===== src/rtl/frame_sequencer.sv =====
// Multi-frame picture store and playback controller for the 5x7 LED path.
// Keeps NFRAMES 35-bit pictures. In STOP the cursor editor may toggle
// pixels of the current frame and step frames by hand; in PLAY a tick
// counter advances the frame index every FRAME_TICKS cycles.
module frame_sequencer #(
  parameter int NFRAMES     = 4,
  parameter int IDX_W       = 2,
  parameter int FRAME_TICKS = 25000000
) (
  input  logic             CLOCK_50,
  input  logic             rst,
  input  logic             en,
  input  logic             edit,
  input  logic             place,
  input  logic [34:0]      ens_cursor,
  input  logic             play_toggle,
  input  logic             next_frame,
  output logic [34:0]      frame_out,
  output logic [IDX_W-1:0] frame_idx,
  output logic             playing
);

  localparam int CNT_W = (FRAME_TICKS > 2) ? $clog2(FRAME_TICKS) : 1;
  localparam logic [CNT_W-1:0] CNT_LAST = CNT_W'(FRAME_TICKS - 1);

  typedef enum logic {
    S_STOP = 1'b0,
    S_PLAY = 1'b1
  } state_t;

  state_t           state_reg, state_next;
  logic [CNT_W-1:0] cnt_reg, cnt_next;
  logic [IDX_W-1:0] idx_reg, idx_next;
  logic [34:0]      frames_reg [NFRAMES];
  logic             wr_en;
  logic [34:0]      wr_data;
  logic [34:0]      frame_out_reg, frame_out_next;
  logic             playing_reg, playing_next;

  // State register: FSM state, tick counter and current frame index.
  always_ff @(posedge CLOCK_50) begin
    if (rst) begin
      state_reg <= S_STOP;
      cnt_reg   <= '0;
      idx_reg   <= '0;
    end else if (en) begin
      state_reg <= state_next;
      cnt_reg   <= cnt_next;
      idx_reg   <= idx_next;
    end
  end

  // Next-state logic: play_toggle beats every other event in either state.
  always_comb begin
    state_next = state_reg;
    cnt_next   = cnt_reg;
    idx_next   = idx_reg;
    wr_en      = 1'b0;
    if (en) begin
      case (state_reg)
        S_STOP: begin
          if (play_toggle) begin
            state_next = S_PLAY;
            cnt_next   = '0;
          end else begin
            // A write lands on the old index even if the index steps now.
            wr_en = edit & place;
            if (next_frame) begin
              idx_next = idx_reg + IDX_W'(1);
            end
          end
        end
        S_PLAY: begin
          if (play_toggle) begin
            state_next = S_STOP;
            cnt_next   = '0;
          end else if (cnt_reg == CNT_LAST) begin
            cnt_next = '0;
            idx_next = idx_reg + IDX_W'(1);
          end else begin
            cnt_next = cnt_reg + CNT_W'(1);
          end
        end
        default: begin
          state_next = S_STOP;
          cnt_next   = '0;
        end
      endcase
    end
  end

  // Output logic: picture for the upcoming index, including this edge's write.
  always_comb begin
    wr_data      = frames_reg[idx_reg] ^ ens_cursor;
    playing_next = (state_next == S_PLAY);
    if (wr_en && (idx_next == idx_reg)) begin
      frame_out_next = wr_data;
    end else begin
      frame_out_next = frames_reg[idx_next];
    end
  end

  // Frame store: one register per frame, toggled by the editor write.
  generate
    for (genvar gi = 0; gi < NFRAMES; gi++) begin : g_frame
      // Clear on reset; XOR the cursor mask in when this frame is targeted.
      always_ff @(posedge CLOCK_50) begin
        if (rst) begin
          frames_reg[gi] <= '0;
        end else if (wr_en && (idx_reg == IDX_W'(gi))) begin
          frames_reg[gi] <= wr_data;
        end
      end
    end
  endgenerate

  // Registered outputs toward the display and status indicator.
  always_ff @(posedge CLOCK_50) begin
    if (rst) begin
      frame_out_reg <= '0;
      playing_reg   <= 1'b0;
    end else if (en) begin
      frame_out_reg <= frame_out_next;
      playing_reg   <= playing_next;
    end
  end

  assign frame_out = frame_out_reg;
  assign frame_idx = idx_reg;
  assign playing   = playing_reg;

endmodule


===== config.mk =====
export PLATFORM = sky130hd
export DESIGN_NAME = frame_sequencer
export DESIGN_NICKNAME = d
export VERILOG_FILES = /design/src/rtl/frame_sequencer.sv
export SDC_FILE = /design/constraint.sdc
export NUM_CORES = 1
export LEC_CHECK = 0
export ABC_AREA = 1
export CORE_MARGIN = 5
export CORE_UTILIZATION = 30
export CTS_CLUSTER_SIZE = 14
export DETAILED_ROUTE_END_ITERATION = 10
export PLACE_DENSITY_LB_ADDON = 0.15
export SLEW_MARGIN = 20
export SYNTH_ARGS = -nofsm -noshare
export SYNTH_HDL_FRONTEND = slang
export SYNTH_SLANG_ARGS = --single-unit

===== constraint.sdc =====
create_clock -name CLOCK_50 -period 3.4 [get_ports CLOCK_50]
set_clock_uncertainty 0.15 [all_clocks]
set_input_delay 0.85 -clock CLOCK_50 [delete_from_list [all_inputs] [get_ports CLOCK_50]]
set_output_delay 0.85 -clock CLOCK_50 [all_outputs]
set_load 0.05 [all_outputs]

==> metrics.cfg, run 1 <==
[logic_synthesis]
yosys-top-cells-area = edfxtp_1 38%, nand3_1 12%, dfxtp_1 12%, nand2_1 9.9%, nor2_1 5.9%
synth_largest_area_cell = edfxtp_1
synthXorXnorAreaFrac_pct = 2.94
syn_inst = 1383
yosysWarnings = 0
synth_top_family_by_area = simple AND/OR/NAND/NOR gates
synth-simple-area-share_pct = 30.4
synth_area_per_cell_um2 = 7.97
synth_mux_area_share_pct = 0
seq_area_frac_synth_pct = 50.0
synth_compound_area_share_pct = 8.17
ys_ff_latch = 205
synthDistinctLibCells = 37
synth_fa_ha_area_share_pct = 0.681
synth_fp_nets = 1431
syn-cell-area_mm2 = 0.0110
synth_top_area_share_pct = 38.2

[routing]
routedWlPerCell_um = 18.7
viasPerCell = 5.04
firstDrtPassIters = 6
antenna_left = 0
drcViolationCount = 0
wirelength_mm = 36.1
drtIter0Drc = 618
num_vias = 9740

[timing]
fin_worst_hold_slack_ns = 0.314
drv_slew = 0
worst_slack_ns = 0.416
rsz0062_at_grt = no
relSlewSlack_pct = 36.9
fmax_mhz = 335
worst_pin_slew_ns = 0.947
fin_crit_sh_pct = 87.8
fin_crit_ns = 2.98
setup_tns_ns = 0
finalSetupViolations = 0
final_hold_viol_count = 0

[die]
rows = 70
dieArea_mm2 = 0.0407
die_h_um = 202
die_w_um = 202
core_area_mm2 = 0.0364
start_util_pct = 30.2
io_pins = 80

[placed_design]
gp_congestion = 0.748
place_area_mm2 = 0.0125
portBuffers = 79
preCtsSetupSlack_ns = 0.104
post-dp-hpwl_mm = 20.7

[setup_path]
cp_num_cells = 1
slowest_delay_ns = 0.93
critPathCapture = frame_idx[0]
crit_start = frame_idx[0]
critPathSlowestCell = clkdlybuf4s50_1
r2r_start = frame_idx[0]
worstSetupPathType = reg -> out
r2r-end = frame_out[1]
start_kind = flip-flop
path_cells = clkdlybuf4s50_1
worstPathMaxFanout = 6
crit_arrival_ns = 1.98
cp.required_ns = 2.40
ff2ff_path_depth = 11
crit_path_end_kind = output port
r2r_slack_ns = 0.80
crit_family = buffers and inverters
critical_path_buf_inv_count = 1

[final_layout]
final_common_cell = nand2_1
nNetsFinal = 1493
largest_reg_flops = 140
drive_above_1_share_pct = 8.05
final_area_mm2 = 0.0134
diodes = 0
fillCellCount = 3820
area_delta_synth_final_pct = 21.9
mostFrequentLayoutCells = 286 x nand2_1, 257 x nand3_1, 173 x nor2_1

[outcome]
outcome = finished, final reports clean

[clock_tree]
cts_tree = yes
clkTransAtPathRegs_ns = 0.06
ctsHoldBuffers = 0
clock_sinks = 205
postCtsResizedCells = 0
postCtsSetupRepairBufs = 0
h-tree-depth = 1
numCtsBuffers = 27
clk_path_buf_depth = 3
cts_root_buf = clkbuf_16
clock_latency_ns = 0.53

[power]
p_leak_nw = 5.37
finalPower_w = 0.00680
powerDensity_mw_per_mm2 = 506
vdd_ir_drop_max_mv = 0.328

[global_routing]
antenna_found_initial = 0
grt.total_usage_pct = 17.4
grt_max_degree = 71
grt.overflow.total = 0
grt_pass1_vias = 9793
grt_pass1_wl_mm = 56.5

[flow_run]
drv_cap = 0

[hold_path]
hold_class = reg -> reg

metal layers:
layer  part of all wire, %  vias up  routed length (um)  global-route usage, %
li1                      -     4751                   -                      -
met1                    46     4709               16600                   23.4
met3                   4.6       55                1670                   2.37
met4                   1.9        0                 684                   4.39
met2                    47      225               17100                   29.7
met5                     0        -                   0                      0
layout make-up:
type | instances | area [um^2] | area share (%)
clock buffers | 28 | 679 | 5.06
inverters | 109 | 410 | 3.06
clock inverters | 21 | 208 | 1.55
repair buffers | 122 | 1350 | 10.0
flip-flops and latches | 205 | 5510 | 41.0
multi-input cells | 980 | 4690 | 34.9
well taps | 468 | 586 | 4.36
cells in the mapped netlist (all sizes together):
| cell | n |
|---|---|
| nand2 | 295 |
| nand3 | 264 |
| nor2 | 176 |
| edfxtp | 140 |
| a21oi | 119 |
| inv | 107 |
| dfxtp | 65 |
| clkbuf | 45 |
| buf | 44 |
| o21ai | 43 |
| xor2 | 36 |
| nor3 | 12 |
| nand4 | 8 |
| ha | 6 |
| a211oi | 5 |
| nor4 | 4 |
| nor3b | 3 |
| clkinv | 2 |
| or2 | 2 |
| a21boi | 1 |
| a2bb2oi | 1 |
| a31oi | 1 |
| o211a | 1 |
| o21a | 1 |
| o21bai | 1 |
| xnor2 | 1 |
cell families after synthesis:
logic type / after synthesis
adders and majority gates: 6
xor gates and xnor gates: 37
buffers and inverters: 198
and+or+nand+nor: 764
AOI/OAI and AO/OA: 173
DFF: 205
worst min-delay path by stage:
stage,from,endpoint,slack [ns],cells after the start
2_1_floorplan,cnt_reg[21],cnt_reg[21],0.31,2
3_3_place_gp,frame_out[13],frame_out[13],0.30,2
3_5_place_dp,frame_out[10],frame_out[10],0.31,2
4_1_cts,frame_out[10],frame_out[10],0.32,2
5_1_grt,frame_out[10],frame_out[10],0.33,2
6_report,frame_out[10],frame_out[10],0.31,2
through the flow:
step	instances	util [%]
2_1_floorplan	1383	-
3_3_place_gp	1884	34.4
3_5_place_dp	1884	34.4
4_1_cts	1933	36.9
5_1_grt	1933	36.9
6_report	1933	36.9
where the power goes:
| part | internal (W) | total [W] | switching (W) |
|---|---|---|---|
| combinational | 0.000352 | 0.00110 | 0.000744 |
| sequential | 0.00276 | 0.00283 | 0.0000628 |
| clock | 0.00175 | 0.00287 | 0.00113 |
| total | 0.00486 | 0.00680 | 0.00193 |
No activity file was read; power rests on OpenSTA's default activity.
==> run 2: changes to the inputs <==
ABC_CLOCK_PERIOD_IN_PS = 3400   (was not set)
CORE_ASPECT_RATIO = 2   (was not set)
==> metrics.cfg, run 2 (same netlist as run 1, synthesis figures left out) <==
[die]
io_pins = 80  ; unchanged
die_h_um = 281  ; was 202 um
start_util_pct = 30.3  ; was 30.2%
dieArea_mm2 = 0.0409  ; was 0.0407 mm^2
core_area_mm2 = 0.0364  ; about the same
die_w_um = 146  ; was 202 um
rows = 99  ; was 70

[timing]
drv_slew = 0  ; unchanged
final_hold_viol_count = 0  ; unchanged
fin_crit_ns = 2.88  ; was 2.98 ns
finalSetupViolations = 0  ; unchanged
fmax_mhz = 347  ; was 335 MHz
rsz0062_at_grt = no  ; unchanged
relSlewSlack_pct = 35.8  ; was 36.9%
setup_tns_ns = 0  ; unchanged
fin_crit_sh_pct = 84.7  ; was 87.8%
worst_pin_slew_ns = 0.963  ; was 0.947 ns

[routing]
firstDrtPassIters = 5  ; was 6
wirelength_mm = 37.3  ; was 36.1 mm
viasPerCell = 5.13  ; was 5.04
drtIter0Drc = 606  ; was 618
num_vias = 9866  ; was 9740
antenna_left = 0  ; unchanged
drcViolationCount = 0  ; unchanged
routedWlPerCell_um = 19.4  ; was 18.7 um

[power]
p_seq_share_pct = 45.2  ; was 41.6%
p_sw_w = 0.00186  ; was 0.00193 W
vdd_ir_drop_max_mv = 0.364  ; was 0.328 mV
swShare_pct = 29.7  ; was 28.4%
power_frac_clock_pct = 36.8  ; was 42.3%
p_leak_nw = 5.33  ; was 5.37 nW
powerDensity_mw_per_mm2 = 471  ; was 506 mW/mm^2
p_int_w = 0.00440  ; was 0.00486 W
pwr-share-comb_pct = 18.0  ; was 16.1%

[setup_path]
crit_arrival_ns = 1.88  ; was 1.98 ns
critPathSlowestCell = clkdlybuf4s50_1  ; unchanged
path_cells = clkdlybuf4s50_1  ; unchanged
crit_path_end_kind = output port  ; unchanged
slowest_delay_ns = 0.87  ; was 0.93 ns
worstSetupPathType = reg -> out  ; unchanged
start_kind = flip-flop  ; unchanged
worstPathMaxFanout = 7  ; was 6
cp.required_ns = 2.40  ; about the same
crit_family = buffers and inverters  ; unchanged
critical_path_buf_inv_count = 1  ; unchanged

[final_layout]
nNetsFinal = 1503  ; was 1493
drive_above_1_share_pct = 8.50  ; was 8.05%
ff_latch_area_mm2 = 0.00551  ; unchanged
multi_input_area_mm2 = 0.00469  ; unchanged
final_area_mm2 = 0.0133  ; was 0.0134 mm^2
area_delta_synth_final_pct = 20.5  ; was 21.9%
final_common_cell = nand2_1  ; unchanged
mostFrequentLayoutCells = 286 x nand2_1, 257 x nand3_1, 173 x nor2_1  ; unchanged
fillCellCount = 3849  ; was 3820
diodes = 0  ; unchanged
largest_reg_flops = 140  ; unchanged

[clock_tree]
cts_root_buf = clkbuf_16  ; unchanged
numCtsBuffers = 22  ; was 27
clock_sinks = 205  ; unchanged
clkTransAtPathRegs_ns = 0.06  ; about the same
h-tree-depth = 1  ; unchanged
clock_latency_ns = 0.52  ; was 0.53 ns
postCtsResizedCells = 0  ; unchanged
ctsHoldBuffers = 0  ; unchanged
clk_path_buf_depth = 3  ; unchanged
cts_tree = yes  ; unchanged
postCtsSetupRepairBufs = 0  ; unchanged

[outcome]
outcome = finished, final reports clean  ; unchanged

[global_routing]
grt.total_usage_pct = 18.0  ; was 17.4%
grt_max_degree = 73  ; was 71
grt_pass1_vias = 10123  ; was 9793
grt.overflow.total = 0  ; unchanged
grt_pass1_wl_mm = 58.3  ; was 56.5 mm
antenna_found_initial = 0  ; unchanged

[placed_design]
portBuffers = 79  ; unchanged
gp_congestion = 0.803  ; was 0.748
place_area_mm2 = 0.0126  ; was 0.0125 mm^2
post-dp-hpwl_mm = 23.0  ; was 20.7 mm

[flow_run]
drv_cap = 0  ; unchanged

[hold_path]
hold_class = reg -> reg  ; unchanged

==> run 2: through the flow <==
step | instances | worst slack, ns | hold WS [ns] | util (%) | power [W]
after CTS | 1924 | 0.499 | 0.316 | 36.5 | 0.00634
after global placement | 1885 | 0.213 | 0.301 | 34.6 | 0.00401
after floorplan | 1383 | 0.591 | 0.309 | - | 0.00358
final | 1924 | 0.519 | 0.312 | 36.5 | 0.00625
after global routing | 1924 | 0.460 | 0.331 | 36.5 | 0.00654
after detailed placement | 1885 | 0.186 | 0.306 | 34.6 | 0.00402
==> run 2: metal layers <==
metal | up-vias | wire [um] | GRT usage [%] | part of all wire (%)
met5 | - | 0 | 0 | 0
met3 | 73 | 1630 | 2.00 | 4.4
met2 | 261 | 20100 | 34.4 | 54
met1 | 4755 | 14400 | 20.4 | 39
li1 | 4777 | - | - | -
met4 | 0 | 1150 | 6.32 | 3.1
==> run 2: path summary, 6_finish.rpt <==
kind                   endpoint           from  slack, ns  cells past startpoint
setup reg to reg  frame_out[27]      flip-flop       0.75                      9
hold reg to reg   frame_out[10]  frame_out[10]       0.31                      2
hold / removal    frame_out[10]  frame_out[10]       0.31                      2
setup / recovery   frame_idx[1]   frame_idx[1]       0.52                      1
==> run 2: area by class of cell <==
type | count | area share [%]
Clock inverter | 10 | 0.405
Inverter | 109 | 3.09
Tap cell | 454 | 4.28
Clock buffer | 29 | 4.58
Sequential cell | 205 | 41.5
Multi-Input combinational cell | 980 | 35.4
Timing Repair Buffer | 137 | 10.8
==> run 2: power by group through the flow <==
stage | Combinational, W | Clock, W | Sequential (W)
after CTS | 0.00114 | 0.00237 | 0.00283
after global routing | 0.00123 | 0.00246 | 0.00284
after floorplan | 0.000590 | 0 | 0.00299
final | 0.00112 | 0.00230 | 0.00283
after global placement | 0.00113 | 0 | 0.00288
after detailed placement | 0.00113 | 0 | 0.00288
==> run 3: changes to the inputs <==
ABC_CLOCK_PERIOD_IN_PS = 2500   (was 3400)
clock period = 2.5 ns   (was 3.4 ns; I/O delays follow)
==> metrics.cfg, run 3 (same netlist as run 1, synthesis figures left out) <==
[final_layout]
diodes = 0  ; unchanged
largest_reg_flops = 140  ; unchanged
nNetsFinal = 1540  ; was 1503
stdcell_count = 1960  ; was 1924
final_core_util_pct = 38.4  ; was 36.5%
fillCellCount = 3779  ; was 3849
mostFrequentLayoutCells = 285 x nand2_1, 256 x nand3_1, 171 x nor2_1  ; was 286 x nand2_1, 257 x nand3_1, 173 x nor2_1
drive_above_1_share_pct = 11.7  ; was 8.50%
final_common_cell = nand2_1  ; unchanged
area_delta_synth_final_pct = 26.9  ; was 20.5%

[setup_path]
start_kind = flip-flop  ; unchanged
worstSetupPathType = reg -> out  ; unchanged
worstPathMaxFanout = 2  ; was 7
critPathSlowestCell = clkdlybuf4s50_1  ; unchanged
crit_arrival_ns = 1.67  ; was 1.88 ns
crit_path_end_kind = output port  ; unchanged
crit_family = buffers and inverters  ; unchanged
cp.required_ns = 1.73  ; was 2.40 ns
slowest_delay_ns = 0.81  ; was 0.87 ns
path_cells = clkdlybuf4s50_1  ; unchanged
critical_path_buf_inv_count = 1  ; unchanged

[outcome]
outcome = finished, final reports clean  ; unchanged

[power]
swShare_pct = 28.5  ; was 29.7%
p_leak_nw = 5.76  ; was 5.33 nW
p_sw_w = 0.00251  ; was 0.00186 W
finalPower_w = 0.00879  ; was 0.00625 W
p_seq_share_pct = 43.6  ; was 45.2%
vdd_ir_drop_max_mv = 0.531  ; was 0.364 mV
pwr-share-comb_pct = 19.0  ; was 18.0%
p_int_w = 0.00628  ; was 0.00440 W
powerDensity_mw_per_mm2 = 629  ; was 471 mW/mm^2
power_frac_clock_pct = 37.4  ; was 36.8%

[timing]
worst_pin_slew_ns = 0.551  ; was 0.963 ns
worst_slack_ns = 0.0508  ; was 0.519 ns
finalSetupViolations = 0  ; unchanged
rsz0062_at_grt = no  ; unchanged
drv_slew = 0  ; unchanged
relSlewSlack_pct = 63.4  ; was 35.8%
fin_crit_sh_pct = 98.0
final_hold_viol_count = 0  ; unchanged
fin_crit_ns = 2.45
setup_tns_ns = 0  ; unchanged
fmax_mhz = 408

[clock_tree]
cts_tree = yes  ; unchanged
clkTransAtPathRegs_ns = 0.07  ; was 0.06 ns
numCtsBuffers = 21  ; was 22
cts_root_buf = clkbuf_16  ; unchanged
h-tree-depth = 1  ; unchanged
clk_path_buf_depth = 3  ; unchanged
clock_latency_ns = 0.51  ; was 0.52 ns
clock_sinks = 205  ; unchanged
ctsHoldBuffers = 0  ; unchanged

[global_routing]
antenna_found_initial = 0  ; unchanged
grt.total_usage_pct = 17.9  ; was 18.0%
grt_pass1_wl_mm = 57.8  ; was 58.3 mm
grt_max_degree = 106  ; was 73
grt_pass1_vias = 10242  ; was 10123
grt.overflow.total = 0  ; unchanged

[placed_design]
gp_congestion = 0.803  ; about the same
portBuffers = 79  ; unchanged
preCtsSetupSlack_ns = -0.412  ; was 0.186 ns
post-dp-hpwl_mm = 24.2  ; was 23.0 mm
dp.cells = 1913  ; was 1885

[routing]
firstDrtPassIters = 5  ; unchanged
wirelength_mm = 37.9  ; was 37.3 mm
drcViolationCount = 0  ; unchanged
antenna_left = 0  ; unchanged
drtIter0Drc = 686  ; was 606
num_vias = 10026  ; was 9866
routedWlPerCell_um = 19.4  ; about the same
viasPerCell = 5.12  ; was 5.13

[die]
rows = 99  ; unchanged
io_pins = 80  ; unchanged
die_w_um = 146  ; unchanged
dieArea_mm2 = 0.0409  ; unchanged
core_area_mm2 = 0.0364  ; unchanged
die_h_um = 281  ; unchanged
start_util_pct = 30.3  ; unchanged

[flow_run]
drv_cap = 0  ; unchanged

[hold_path]
hold_class = reg -> reg  ; unchanged

-- run 3: final cells by class --
type	count	area (um^2)	area share, %
clock buffer	28	573	4.10
clock inverter	9	119	0.850
inverter	109	418	2.99
multi-input combinational	980	4720	33.8
sequential	205	5510	39.5
tap	454	568	4.06
timing repair buffer	175	2060	14.7
-- run 3: final timing paths --
path                 startpoint       endpoint  slack (ns)  depth (start not counted)
setup / recovery   frame_out[6]   frame_out[6]        0.05                          1
hold / removal    frame_out[16]  frame_out[16]        0.31                          2
setup reg to reg     cnt_reg[1]  frame_out[28]        0.15                         15
hold reg to reg   frame_out[16]  frame_out[16]        0.31                          2
-- run 3: stage by stage --
| step | hold WS [ns] | cell area (um^2) |
|---|---|---|
| 6_report | 0.313 | 14000 |
| 5_1_grt | 0.329 | 14000 |
| 4_1_cts | 0.316 | 13700 |
| 3_5_place_dp | 0.305 | 13000 |
| 3_3_place_gp | 0.301 | 13000 |
| 2_1_floorplan | 0.309 | 11000 |
-- run 3: timing repair --
| item | CTS | global route |
|---|---|---|
| setup endpoints to repair | 32 | 40 |
| cloned | 0 | 4 |
| gates resized for setup | 10 | 24 |
| buffers inserted | 0 | 6 |
| pin swaps | 0 | 6 |
-- run 3: power groups by stage --
stage               clock network, W  registers, W  logic [W]
floorplan                          0       0.00406   0.000802
global placement                   0       0.00390    0.00163
detailed placement                 0       0.00391    0.00163
CTS                          0.00338       0.00383    0.00164
global route                 0.00349       0.00385    0.00182
finish                       0.00329       0.00383    0.00167
-- run 3: metal layers --
metal  global-route usage, %  vias to the layer above  wire, um
met2                    33.9                      291     20200
met4                    8.02                        0      1660
met5                       0                        -         0
li1                        -                     4841         -
met1                    19.7                     4812     14300
met3                    2.16                       82      1710
